**config.mk**
```make
export PLATFORM = sky130hd
export DESIGN_NAME = gray_pos_decoder_flat
export DESIGN_NICKNAME = d
export VERILOG_FILES = /design/src/rtl/gray_pos_decoder_if.sv /design/src/rtl/gray_pos_decoder.sv /design/src/flat_wrapper.sv
export SDC_FILE = /design/constraint.sdc
export NUM_CORES = 1
export LEC_CHECK = 0
export CAP_MARGIN = 20
export CORE_UTILIZATION = 49
export DETAILED_ROUTE_END_ITERATION = 16
export GPL_TIMING_DRIVEN = 0
export PLACE_DENSITY = 0.79
export SLEW_MARGIN = 20
export SYNTH_ARGS = -nofsm -noshare
export SYNTH_HDL_FRONTEND = slang
export SYNTH_SLANG_ARGS = --single-unit
```
**constraint.sdc**
```tcl
create_clock -name clk -period 2.6 [get_ports clk]
set_clock_uncertainty 0.2 [all_clocks]
set_input_delay 0.52 -clock clk [delete_from_list [all_inputs] [get_ports clk]]
set_output_delay 0.52 -clock clk [all_outputs]
set_load 0.005 [all_outputs]
```
**src/rtl/gray_pos_decoder_if.sv**
```systemverilog
// Gray-coded position link: raw code from the source, decoded position/step events back.
interface gray_pos_decoder_if #(
    parameter int unsigned WIDTH = 4
);
    logic [WIDTH-1:0] gray_in;
    logic [WIDTH-1:0] bin;
    logic             locked;
    logic             step_valid;
    logic             step_dir;
    logic             step_err;
    logic [7:0]       err_cnt;

    // Source side drives the code and observes decoded results.
    modport master (
        output gray_in,
        input  bin,
        input  locked,
        input  step_valid,
        input  step_dir,
        input  step_err,
        input  err_cnt
    );

    // Decoder side.
    modport slave (
        input  gray_in,
        output bin,
        output locked,
        output step_valid,
        output step_dir,
        output step_err,
        output err_cnt
    );
endinterface

```
**src/rtl/gray_pos_decoder.sv**
```systemverilog
// Gray position receiver: synchronise, debounce, convert to binary and
// classify each accepted code as an up/down step or an illegal jump.
module gray_pos_decoder #(
    parameter int unsigned WIDTH         = 4,
    parameter int unsigned STABLE_CYCLES = 4
) (
    input logic               clk,
    input logic               rst,
    gray_pos_decoder_if.slave bus
);

    localparam int unsigned CNT_W = (STABLE_CYCLES > 1) ? $clog2(STABLE_CYCLES) : 1;
    localparam int unsigned PC_W  = $clog2(WIDTH + 1);
    localparam logic [CNT_W-1:0] STABLE_LAST = CNT_W'(STABLE_CYCLES - 1);

    localparam logic [0:0] ST_INIT  = 1'b0;
    localparam logic [0:0] ST_TRACK = 1'b1;

    // Synchroniser, with a valid shadow so post-reset flop contents are never debounced.
    logic [WIDTH-1:0] s1;
    logic [WIDTH-1:0] s2;
    logic             v1;
    logic             v2;

    logic [WIDTH-1:0] cand;
    logic             cand_valid;
    logic [CNT_W-1:0] cnt;

    logic [0:0]       state;
    logic [0:0]       state_nxt;
    logic [WIDTH-1:0] acc_gray;
    logic [WIDTH-1:0] acc_gray_nxt;
    logic [WIDTH-1:0] bin_q;
    logic [WIDTH-1:0] bin_nxt;
    logic             locked_q;
    logic             locked_nxt;
    logic             step_valid_q;
    logic             step_valid_nxt;
    logic             step_dir_q;
    logic             step_dir_nxt;
    logic             step_err_q;
    logic             step_err_nxt;
    logic [7:0]       err_cnt_q;
    logic [7:0]       err_cnt_nxt;

    logic             accept_c;
    logic [WIDTH-1:0] cand_bin_c;
    logic [PC_W-1:0]  dist_c;

    function automatic logic [WIDTH-1:0] gray2bin(input logic [WIDTH-1:0] g);
        logic [WIDTH-1:0] b;
        b[WIDTH-1] = g[WIDTH-1];
        for (int i = int'(WIDTH) - 2; i >= 0; i--) begin
            b[i] = b[i+1] ^ g[i];
        end
        return b;
    endfunction

    function automatic logic [PC_W-1:0] popcount(input logic [WIDTH-1:0] v);
        logic [PC_W-1:0] n;
        n = '0;
        for (int i = 0; i < int'(WIDTH); i++) begin
            n = n + PC_W'(v[i]);
        end
        return n;
    endfunction

    // Sampling and debounce counter.
    always_ff @(posedge clk) begin
        if (rst) begin
            s1         <= '0;
            s2         <= '0;
            v1         <= 1'b0;
            v2         <= 1'b0;
            cand       <= '0;
            cand_valid <= 1'b0;
            cnt        <= '0;
        end else begin
            s1 <= bus.gray_in;
            s2 <= s1;
            v1 <= 1'b1;
            v2 <= v1;
            if (v2) begin
                if (!cand_valid || (s2 != cand)) begin
                    cand       <= s2;
                    cand_valid <= 1'b1;
                    cnt        <= '0;
                end else if (cnt != STABLE_LAST) begin
                    cnt <= cnt + CNT_W'(1);
                end
            end
        end
    end

    // A candidate is accepted once it has been stable long enough and is new.
    always_comb begin
        accept_c   = v2 && cand_valid && (s2 == cand) && (cnt == STABLE_LAST)
                     && ((state == ST_INIT) || (cand != acc_gray));
        cand_bin_c = gray2bin(cand);
        dist_c     = popcount(cand ^ acc_gray);
    end

    always_ff @(posedge clk) begin
        if (rst) begin
            state        <= ST_INIT;
            acc_gray     <= '0;
            bin_q        <= '0;
            locked_q     <= 1'b0;
            step_valid_q <= 1'b0;
            step_dir_q   <= 1'b0;
            step_err_q   <= 1'b0;
            err_cnt_q    <= '0;
        end else begin
            state        <= state_nxt;
            acc_gray     <= acc_gray_nxt;
            bin_q        <= bin_nxt;
            locked_q     <= locked_nxt;
            step_valid_q <= step_valid_nxt;
            step_dir_q   <= step_dir_nxt;
            step_err_q   <= step_err_nxt;
            err_cnt_q    <= err_cnt_nxt;
        end
    end

    // Next-state and output logic; pulses default low every cycle.
    always_comb begin
        state_nxt      = state;
        acc_gray_nxt   = acc_gray;
        bin_nxt        = bin_q;
        locked_nxt     = locked_q;
        step_valid_nxt = 1'b0;
        step_dir_nxt   = step_dir_q;
        step_err_nxt   = 1'b0;
        err_cnt_nxt    = err_cnt_q;

        case (state)
            ST_INIT: begin
                if (accept_c) begin
                    acc_gray_nxt = cand;
                    bin_nxt      = cand_bin_c;
                    locked_nxt   = 1'b1;
                    state_nxt    = ST_TRACK;
                end
            end
            ST_TRACK: begin
                if (accept_c) begin
                    acc_gray_nxt = cand;
                    bin_nxt      = cand_bin_c;
                    if (dist_c == PC_W'(1)) begin
                        step_valid_nxt = 1'b1;
                        step_dir_nxt   = (cand_bin_c == WIDTH'(bin_q + WIDTH'(1)));
                    end else begin
                        step_err_nxt = 1'b1;
                        if (err_cnt_q != 8'hFF) begin
                            err_cnt_nxt = err_cnt_q + 8'd1;
                        end
                    end
                end
            end
            default: begin
                state_nxt = ST_INIT;
            end
        endcase
    end

    assign bus.bin        = bin_q;
    assign bus.locked     = locked_q;
    assign bus.step_valid = step_valid_q;
    assign bus.step_dir   = step_dir_q;
    assign bus.step_err   = step_err_q;
    assign bus.err_cnt    = err_cnt_q;

endmodule

```
**src/flat_wrapper.sv**
```systemverilog
// flat-port wrapper written by rule: the top's interface ports become plain ports
module gray_pos_decoder_flat 
#(
    parameter int unsigned WIDTH         = 4,
    parameter int unsigned STABLE_CYCLES = 4
)
  (clk, rst, bus_gray_in, bus_bin, bus_locked, bus_step_valid, bus_step_dir, bus_step_err, bus_err_cnt);
  gray_pos_decoder_if #(.WIDTH(WIDTH)) bus_i ();
  input logic clk;
  input logic rst;
  input wire logic [$bits(bus_i.gray_in)-1:0] bus_gray_in;
  output wire logic [$bits(bus_i.bin)-1:0] bus_bin;
  output wire logic [$bits(bus_i.locked)-1:0] bus_locked;
  output wire logic [$bits(bus_i.step_valid)-1:0] bus_step_valid;
  output wire logic [$bits(bus_i.step_dir)-1:0] bus_step_dir;
  output wire logic [$bits(bus_i.step_err)-1:0] bus_step_err;
  output wire logic [$bits(bus_i.err_cnt)-1:0] bus_err_cnt;
  assign bus_i.gray_in = bus_gray_in;
  assign bus_bin = bus_i.bin;
  assign bus_locked = bus_i.locked;
  assign bus_step_valid = bus_i.step_valid;
  assign bus_step_dir = bus_i.step_dir;
  assign bus_step_err = bus_i.step_err;
  assign bus_err_cnt = bus_i.err_cnt;
  gray_pos_decoder #(.WIDTH(WIDTH), .STABLE_CYCLES(STABLE_CYCLES)) u_core (.clk(clk), .rst(rst), .bus(bus_i));
endmodule
```
==> impl_results.md <==
- DRC violations left: 0
- CP arrival: between 2 and 3 ns
- Net count of the finished layout: 232
- Number of placement rows: 21
- Final period utilization: 99.1%
- Delay-heaviest family, CP: adder cells
- Largest voltage drop on the vdd net: 0.304 mV
- Global-route wire length before repair: ~5700 microns
- Leftover overflow at the end of global routing: 0
- Sum of net half-perimeters after detailed placement: 2400 microns
- Routed vias: about 1,400
- Synth cell types: 37
- Vias/cell: 5.23
- Average size of a mapped cell: about 9.3 sq um
- Die area: 3780 sq um
- Post-synth top cells: sky130_fd_sc_hd__dfxtp_1 (37), sky130_fd_sc_hd__nor2_1 (18), sky130_fd_sc_hd__nand2_1 (12), sky130_fd_sc_hd__nand3_1 (12), sky130_fd_sc_hd__nor2b_1 (12)
- Crit-path max cell delay: 0.41 ns
- Port Buf Inserts: 21
- Class of the most critical hold timing path: flip-flop to flip-flop
- Syn Std Cell Area: 1730 sq um
- Cells after synthesis: 187
- Max cap viols: 0
- FF+latch count, synth: 37
- Placed inst area: 2000 sq um
- Number of enable flip-flop cells after synthesis: 0
- Mean routed wirelength per cell: about 14 microns
- Slowest CP cell: sky130_fd_sc_hd__dfxtp_4
- GRT Util Overall: 21.6%
- Clock root buffer: sky130_fd_sc_hd__clkbuf_4
- Number of failing hold endpoints at the final stage: 0
- Clock tree from TritonCTS: done
- Placeable core area: 3360 sq um
- Sinks on Clock Net: 37
- Kind of critical path: flip-flop to flip-flop
- Number of global-route vias before repair: 1,234
- Pin count of the biggest net entering global routing: 13
- Inserted Clock Buffers: 5
- Setup crit start kind: flip-flop
- Worst-margin pin slew: 0.521 ns
- Initial cell density of the core: 51.5%
- Unrepaired setup endpoints after global routing: yes
- Cell occurring most often along the worst timing path: sky130_fd_sc_hd__ha_4
- Total power density per cell area: between 400 and 500 nW/um^2
- Total negative slack for setup checks: 0 ns
- Worst path buffer plus inverter count: 1
- Inserted Diodes: 0
- Cell chain of the critical path: xnor2_4 -> ha_4 -> fa_2 -> ha_4 -> nor2_4 -> nand2_4 -> nand4_1 -> buf_4 -> o21ai_0 -> a21oi_1
- Antenna-violating nets left: 0
- Clock insertion delay at the later pin of the skew report: 0.37 ns
- Number of failing setup endpoints in the final timing report: 0
- Number of detailed-route iterations in the first pass: 4
- Worst-path clk slew: 0.13 ns
- Maximum fanout count along the critical path: 6
- Total length of routed wires: between 3000 and 4000 microns
- Yosys Warn Count: 0
- Dominant cell type by area after synthesis: sky130_fd_sc_hd__dfxtp_1
- Number of nets produced by synthesis: 200
- Number of top-level design ports: 22
- Sequential area share after synthesis: roughly 43%
- Leakage: just under 0.9 nW
- Minimum period implied by the final worst setup slack: 2.58 ns
- Most frequent cell after synthesis: sky130_fd_sc_hd__dfxtp_1
- Share of the synthesized area in the top cell type: 42.7%
- Worst slack on hold paths: 0.253 ns
- Max Clk Rate: 388 MHz
- Status: finished, final reports clean
- Prevailing post-synth register cell: sky130_fd_sc_hd__dfxtp_1
- Required time reported for the critical path endpoint: 2.63 ns
- Top cells by area, synth: sky130_fd_sc_hd__dfxtp_1 (43%), sky130_fd_sc_hd__mux2i_1 (5.2%), sky130_fd_sc_hd__ha_1 (4.3%)
- Post-layout instance area: 2220 sq um
- Die Width: a little over 60 microns
- Max clock buf depth: 2
- Async set-or-reset flop fraction in the synthesized netlist: 0%
- Synthesis-to-layout area growth: 28.0%
- Number of slew-limit violations in the final report: 0
- Die Ht: 61.5 microns
- DRC marker count from the first detailed-route iteration: 38
- Fraction of final layout cells with drive strength greater than 1: 18.6%
- Antenna violations before repair: 0
- Routability Congestion: 0.772
- H-tree level count: 2
- Pwr Total: 0.000967 W
- Hold-fix buffer count after cts: 0
- Slew HR: 65.2%
- Critical Path Sink Type: flip-flop
## cell families (layout without fill, tap and decap cells)
logic type,after synthesis,in the layout,synth area share (%)
AND/OR/NAND/NOR,75,75,24.0
multiplexers,11,11,6.50
flip-flops,37,37,42.7
adder cells (fa/ha/maj),7,7,5.49
buffers and inverters,17,50,4.98
AO/OA/AOI/OAI,26,26,9.24
XOR/XNOR,14,14,7.08
## timing repair
| item | CTS | global route |
|---|---|---|
| pin swaps | 12 | 10 |
| gates cloned | 0 | 0 |
| setup endpoints to repair | 9 | 10 |
| setup buffers | 3 | 2 |
| resized for setup | 14 | 9 |
## layer usage
| layer | global-route usage, % | up-vias | wire, microns |
|---|---|---|---|
| li1 | - | 707 | - |
| met1 | 28.3 | 645 | 1770 |
| met2 | 31.2 | 29 | 1720 |
| met3 | 6.30 | 11 | 131 |
| met4 | 13.3 | 0 | 114 |
| met5 | 0 | - | 0 |
## sequential cells by signal (all words and copies together) (netlist names)
signal,flops
u_core.state,1
u_core.v1,1
u_core.cand_valid,1
u_core.bus.step_valid,1
u_core.s1,4
u_core.bus.bin,4
u_core.cand,4
u_core.bus.step_dir,1
u_core.bus.locked,1
u_core.bus.step_err,1
u_core.acc_gray,3
u_core.s2,4
u_core.v2,1
u_core.cnt,2
u_core.bus.err_cnt,8
## path summary, 6_finish.rpt
check | startpoint | end | slack [ns] | depth (start not counted)
worst max-delay path | u_core.cand[0] | u_core.bus.err_cnt[0] | 0.02 | 10
worst min-delay path | u_core.s1[2] | u_core.s2[2] | 0.25 | 1
worst max register to register | u_core.cand[0] | u_core.bus.err_cnt[0] | 0.02 | 10
worst min register to register | u_core.s1[2] | u_core.s2[2] | 0.25 | 1
## through the flow
step                      util, %  setup slack (ns)  std cells
after global routing         66.0           -0.0495        266
after floorplan                 -            0.0193        187
after detailed placement     59.6            -0.181        254
after global placement       59.6            -0.177        254
after CTS                    64.3            0.0133        265
final                        66.0            0.0224        266
## final cells by class
cell class                      count  area (sq um)
Multi-Input combinational cell    133          1030
Tap cell                           46          57.6
Fill cell                         279          1140
Clock buffer                        5          37.5
Inverter                            8          30.0
Clock inverter                      3          16.3
Timing Repair Buffer               26           248
Buffer                              8          45.0
Sequential cell                    37           749
## cell usage in the layout, fill, tap and decap left out, types with 2 or more instances in the layout
master	instances
sky130_fd_sc_hd__xor2_1	5
sky130_fd_sc_hd__a21oi_1	10
sky130_fd_sc_hd__clkdlybuf4s50_1	21
sky130_fd_sc_hd__dfxtp_4	2
sky130_fd_sc_hd__dfxtp_1	34
sky130_fd_sc_hd__nor2b_1	12
sky130_fd_sc_hd__o21ai_0	6
sky130_fd_sc_hd__clkbuf_4	5
sky130_fd_sc_hd__or3_1	6
sky130_fd_sc_hd__nand3_1	12
sky130_fd_sc_hd__and4_1	2
sky130_fd_sc_hd__and3_1	2
sky130_fd_sc_hd__clkinv_2	2
sky130_fd_sc_hd__nand4_1	3
sky130_fd_sc_hd__a31oi_1	3
sky130_fd_sc_hd__inv_1	8
sky130_fd_sc_hd__ha_1	4
sky130_fd_sc_hd__clkbuf_1	3
sky130_fd_sc_hd__xnor2_1	5
sky130_fd_sc_hd__mux2i_1	9
sky130_fd_sc_hd__ha_4	2
sky130_fd_sc_hd__nor2_1	17
sky130_fd_sc_hd__nand2_1	11
sky130_fd_sc_hd__xnor2_4	2
sky130_fd_sc_hd__buf_4	9
## where the power goes
group          switching (W)  internal (W)  total (W)
Sequential        0.00000539      0.000575   0.000580
Clock               0.000208      0.000103   0.000311
Combinational      0.0000419     0.0000336  0.0000755
Total               0.000255      0.000712   0.000967
No activity file was read; power rests on OpenSTA's default activity.
